`src/rtl/rr_arbiter16_pkg.sv`:
```
// Shared constants for the 16-way round-robin arbiter: sizes and FSM encoding.
package rr_arbiter16_pkg;

  localparam int unsigned N_REQ  = 16;
  localparam int unsigned IDX_W  = 4;
  localparam int unsigned HOLD_W = 8;

  localparam logic ST_IDLE  = 1'b0;
  localparam logic ST_GRANT = 1'b1;

endpackage

```
`src/rtl/rr_arbiter16_if.sv`:
```
// Requester-array <-> arbiter bundle; "rel" carries the grantee's release strobe.
interface rr_arbiter16_if;
  import rr_arbiter16_pkg::*;

  logic [N_REQ-1:0] req;
  logic             rel;
  logic [N_REQ-1:0] gnt;
  logic [IDX_W-1:0] gnt_idx;
  logic             gnt_valid;
  logic             timeout;

  modport master (
    output req, rel,
    input  gnt, gnt_idx, gnt_valid, timeout
  );

  modport slave (
    input  req, rel,
    output gnt, gnt_idx, gnt_valid, timeout
  );
endinterface

```
`src/rtl/rr_arbiter16_onehot_dec4.sv`:
```
// 4-to-16 enable decoder: each output is a full index match ANDed with the enable.
module onehot_dec4
  import rr_arbiter16_pkg::*;
(
  input  logic [IDX_W-1:0] idx,
  input  logic             en,
  output logic [N_REQ-1:0] out
);

  always_comb begin
    out = '0;
    for (int unsigned i = 0; i < N_REQ; i++) begin
      out[i] = en && (idx == IDX_W'(i));
    end
  end

endmodule

```
`src/rtl/rr_arbiter16.sv`:
```
// Round-robin arbiter: rotating-priority pick, grant held until release,
// withdrawal or MAX_HOLD timeout; one dead IDLE cycle between grants.
module rr_arbiter16
  import rr_arbiter16_pkg::*;
#(
  parameter int unsigned MAX_HOLD = 16
) (
  input  logic                 clk,
  input  logic                 rst,
  rr_arbiter16_if.slave        bus
);

  localparam logic [HOLD_W-1:0] HOLD_LAST =
    (MAX_HOLD == 0) ? '0 : HOLD_W'(MAX_HOLD - 1);

  logic              state;
  logic [IDX_W-1:0]  ptr;
  logic [IDX_W-1:0]  idx;
  logic [HOLD_W-1:0] hold;
  logic              to_q;
  logic [IDX_W-1:0]  win;
  logic [IDX_W-1:0]  cand;
  logic              found;
  logic              end_rel;
  logic              end_wd;
  logic              end_to;
  logic [N_REQ-1:0]  gnt;

  // First set request scanning upward from ptr, wrapping through 15 -> 0.
  always_comb begin
    win   = '0;
    cand  = '0;
    found = 1'b0;
    for (int unsigned i = 0; i < N_REQ; i++) begin
      cand = ptr + IDX_W'(i);
      if (!found && bus.req[cand]) begin
        win   = cand;
        found = 1'b1;
      end
    end
  end

  always_comb begin
    end_rel = bus.rel;
    end_wd  = !bus.req[idx];
    end_to  = (MAX_HOLD != 0) && (hold == HOLD_LAST);
  end

  always_ff @(posedge clk) begin
    if (rst) begin
      state <= ST_IDLE;
      ptr   <= '0;
      idx   <= '0;
      hold  <= '0;
      to_q  <= 1'b0;
    end else begin
      to_q <= 1'b0;
      case (state)
        ST_IDLE: begin
          if (found) begin
            idx   <= win;
            hold  <= '0;
            state <= ST_GRANT;
          end
        end
        ST_GRANT: begin
          if (end_rel || end_wd || end_to) begin
            state <= ST_IDLE;
            ptr   <= idx + 1'b1;
            to_q  <= end_to && !end_rel && !end_wd;
          end else if (hold != '1) begin
            hold <= hold + 1'b1;
          end
        end
        default: state <= ST_IDLE;
      endcase
    end
  end

  onehot_dec4 u_dec (
    .idx (idx),
    .en  (state == ST_GRANT),
    .out (gnt)
  );

  assign bus.gnt       = gnt;
  assign bus.gnt_idx   = idx;
  assign bus.gnt_valid = |gnt;
  assign bus.timeout   = to_q;

endmodule

```
`src/flat_wrapper.sv`:
```
// flat-port wrapper written by rule: the top's interface ports become plain ports
module rr_arbiter16_flat import rr_arbiter16_pkg::*;
#(
  parameter int unsigned MAX_HOLD = 16
)
  (clk, rst, bus_req, bus_rel, bus_gnt, bus_gnt_idx, bus_gnt_valid, bus_timeout);
  rr_arbiter16_if bus_i ();
  input  logic clk;
  input  logic rst;
  input wire logic [$bits(bus_i.req)-1:0] bus_req;
  input wire logic [$bits(bus_i.rel)-1:0] bus_rel;
  output wire logic [$bits(bus_i.gnt)-1:0] bus_gnt;
  output wire logic [$bits(bus_i.gnt_idx)-1:0] bus_gnt_idx;
  output wire logic [$bits(bus_i.gnt_valid)-1:0] bus_gnt_valid;
  output wire logic [$bits(bus_i.timeout)-1:0] bus_timeout;
  assign bus_i.req = bus_req;
  assign bus_i.rel = bus_rel;
  assign bus_gnt = bus_i.gnt;
  assign bus_gnt_idx = bus_i.gnt_idx;
  assign bus_gnt_valid = bus_i.gnt_valid;
  assign bus_timeout = bus_i.timeout;
  rr_arbiter16 #(.MAX_HOLD(MAX_HOLD)) u_core (.clk(clk), .rst(rst), .bus(bus_i));
endmodule
```
`config.mk`:
```
export PLATFORM = sky130hd
export DESIGN_NAME = rr_arbiter16_flat
export DESIGN_NICKNAME = d
export VERILOG_FILES = /design/src/rtl/rr_arbiter16_pkg.sv /design/src/rtl/rr_arbiter16_if.sv /design/src/rtl/rr_arbiter16_onehot_dec4.sv /design/src/rtl/rr_arbiter16.sv /design/src/flat_wrapper.sv
export SDC_FILE = /design/constraint.sdc
export NUM_CORES = 1
export LEC_CHECK = 0
export ABC_AREA = 1
export CORE_UTILIZATION = 45
export DETAILED_ROUTE_END_ITERATION = 10
export GPL_ROUTABILITY_DRIVEN = 0
export PLACE_DENSITY_LB_ADDON = 0.12
export SETUP_SLACK_MARGIN = 0.2
export SLEW_MARGIN = 40
export SYNTH_ARGS = -nofsm -noshare
export SYNTH_HDL_FRONTEND = slang
export SYNTH_SLANG_ARGS = --single-unit
export TNS_END_PERCENT = 30
```
`constraint.sdc`:
```
create_clock -name clk -period 3.9 [get_ports clk]
set_input_delay 0.39 -clock clk [delete_from_list [all_inputs] [get_ports clk]]
set_output_delay 0.39 -clock clk [all_outputs]
set_load 0.03 [all_outputs]
```
==> impl_results.md <==
- Worst-Margin Slew: around 0.76 ns
- Static Leak: 1.56 nW
- Row Count: 28
- H-tree depth: 1
- Core area: 0.00606 sq mm
- Final Cell Area: around 0.0034 sq mm
- Fillers: 629
- Tot GR Track Use: ~28%
- Syn Nets: about 560
- Grt total ovfl: 0
- Hold Vio Cnt, Final: 0
- Initial drt markers: between 300 and 400
- Crit path from: u_core.ptr[1]
- CP required: ~4 ns
- RR Endpoint: u_core.bus.gnt_idx[1]
- Max_slew headroom: slightly below 50%
- Register area: ~360 sq um
- Number of remaining DRC errors: 0
- Synthesized cell area: between 0.002 and 0.003 sq mm
- Clk slew on worst S/H paths: ~0.070 ns
- Dpl cell area: ~0.0034 sq mm
- Routed length per instance: around 14 microns
- Max cap viols: 0
- Total power: 2.66 mW
- Final period util: between 80 and 90%
- Num CTS Buffers: 3
- Vias in the first global route: around 3200
- Starting Density: between 40% and 50%
- Fin. max-slew vios: 0
- Ports: 41
- Clk root buf: clkbuf_8
- Pin count of the biggest net entering global routing: 23
- Power Dens Cells: between 700 and 800 mW/mm^2
- Setup TNS: 0 ns
- Vias/cell: around 5.6
- Initial antenna violation count: 0
- TritonCTS Sinks: 18
- Mean area per synthesized cell: 5.55 sq um
- Met2 wire length: 4.32 mm
- Critical path class: reg -> reg
- Routed via count: approximately 3600
- Max Buffers Root-to-Sink: 2
- Nets: around 590
- Outcome: complete, no violations
- Die width: 82.4 microns
- HP Class: reg -> reg
- Worst reg-to-reg path cell count: 16
- Fmax: 296 MHz
- # placed instances: 630
- Full die area: slightly below 0.007 sq mm
- Top layer in use: met4
- CTS tree: done
- TritonRoute pass-1 iters: 5
- Multi-input gate area: 0.00228 sq mm
- RR Startpoint: u_core.ptr[1]
- Area Growth Syn to Fin: 17.2%
- Worst path arrival time: about 3.6 ns
- Worst reg2reg setup slack: ~0.53 ns
- Clk_lat worst skew: roughly 0.25 ns
- End of the critical path: u_core.bus.gnt_idx[1]
- Diodes inserted: 0
- Min cycle time layout: between 3 and 4 ns
- Final Non-Filler Cells: 633
- Detail Route Antenna Nets: 0
- Met3 wire length: approximately 520 microns
- Unique masters post-synth: 40
- Die height: 82.4 microns
- M1 WL: about 4.2 mm
- Synthesized flop and latch total: 18
- Cells after synthesis: 524
- Startpoint types: flip-flop
- First-pass GRT wire length: between 10 and 15 mm
- RSZ-0062 raised after global routing: no
- Buffers on Ports: 40
- Final HPWL DP: ~7.2 mm
- Worst-path maximum fanout: 18
- Seq/Total Area, Yosys: between 10% and 20%
- Worst setup EP type: flip-flop
- Worst VDD drop: 480 uV
- Ys Warns: 0
- Layout Skew: approximately 0.0027 ns
- Final setup fails: 0
- DRT Wirelength: 9.17 mm
- Share of cells above drive strength 1: 6.99%
==> power breakdown <==
part | total, mW | leakage (nW) | switching [mW] | internal (mW)
clock | 0.126 | 0.0216 | 0.0574 | 0.0684
combinational | 2.24 | 1.39 | 1.55 | 0.693
sequential | 0.293 | 0.147 | 0.0756 | 0.217
==> cell usage after synthesis (all sizes together) <==
master,n,area (sq um)
or2,3,18.8
nor3,8,51.3
xor2,12,139
clkinv,1,3.75
o21ai,23,119
inv,48,180
a21oi,19,95.1
and2,2,12.5
nor4,5,31.3
dfxtp,18,360
nand4,18,149
o22ai,4,25.0
a21o,1,7.51
nand3b,4,30.0
a31oi,2,12.5
nand2,145,562
ha,12,150
nand3,105,531
a22oi,1,7.51
xnor2,1,8.76
clkbuf,5,18.8
nor2,76,319
a221oi,1,8.76
buf,10,66.3
==> critical path, stage by stage, from the launching register on <==
cell	delay, ns
dfxtp_1	0.34
inv_2	0.15
ha_1	0.54
inv_1	0.18
nand3_1	0.12
nand2_1	0.10
o21ai_2	0.29
nand4_2	0.19
nor2_4	0.16
nand3_2	0.11
nor2_4	0.16
nand4_4	0.12
nor2_2	0.22
nand4_1	0.23
o21ai_0	0.23
nor2_1	0.08
nor2_1	0.09
==> worst min-delay path by stage <==
stage                        start             end  slack [ns]  cells past startpoint
global route        u_core.hold[4]  u_core.hold[4]        0.51                      2
CTS                 u_core.hold[7]  u_core.hold[7]        0.48                      2
global placement    u_core.hold[7]  u_core.hold[7]        0.47                      2
floorplan           u_core.hold[7]  u_core.hold[7]        0.45                      2
finish              u_core.hold[7]  u_core.hold[7]        0.48                      2
detailed placement  u_core.hold[7]  u_core.hold[7]        0.47                      2
==> cells in the final DEF (no fill, tap or decap), types with 2 or more instances in the layout <==
cell type / netlist / final
dfxtp_1: 18 / 18
nand3b_1: 4 / 4
o22ai_1: 4 / 4
inv_2: 8 / 8
o21ai_0: 20 / 20
clkbuf_8: 0 / 3
xor2_2: 2 / 2
a31oi_1: 2 / 2
and2_1: 2 / 2
o21ai_1: 2 / 2
nand4_4: 2 / 2
inv_1: 40 / 39
nor3_1: 7 / 7
or2_2: 3 / 3
xor2_1: 9 / 9
nand3_1: 104 / 104
buf_4: 4 / 6
nand2_1: 140 / 140
nor2_4: 2 / 2
nor4_1: 5 / 5
nand2_2: 4 / 4
ha_1: 12 / 12
nand4_1: 15 / 15
clkdlybuf4s50_1: 0 / 40
nor2_1: 72 / 72
a21oi_1: 19 / 19
==> flip-flops by register name, summed over array words and instances (netlist names) <==
name	flops
u_core.state	1
u_core.ptr	4
u_core.bus.timeout	1
u_core.bus.gnt_idx	4
u_core.hold	8
==> routing by layer <==
metal / vias up / GRT usage [%]
met5: - / 0
met1: 1607 / 37.2
met4: 0 / 7.54
li1: 1820 / -
met3: 8 / 2.20
met2: 118 / 49.4
==> cells by family (layout without fill, tap and decap cells) <==
group	after synthesis	count (layout)	synth area share, %
adders and majority gates	12	12	5.17
AOI/OAI and AO/OA	51	51	9.47
DFF	18	18	12.4
xor gates and xnor gates	13	13	5.08
and+or+nand+nor	366	366	58.6
buffers and inverters	64	98	9.25
==> stage by stage <==
stage	hold WS (ns)	utilization [%]	setup slack, ns
final	0.477	56.2	0.527
after global placement	0.466	55.5	0.582
after floorplan	0.452	-	0.750
after CTS	0.479	56.1	0.465
after detailed placement	0.469	55.5	0.486
after global routing	0.510	56.2	0.248
==> what timing repair did <==
item | 4_1_cts | 5_1_grt
hold buffers | 0 | 0
setup endpoints to repair | 0 | 12
setup buffers | 0 | 0
resized for setup | 0 | 1
endpoints found under the hold margin | 0 | 0
==> area by class of cell <==
type | count | area share [%]
repair buffers | 46 | 13.1
well taps | 75 | 2.76
clock buffers | 3 | 1.21
multi-input cells | 442 | 66.9
flip-flops and latches | 18 | 10.6
inverters | 49 | 5.51
(Power assumes the default switching activity.)
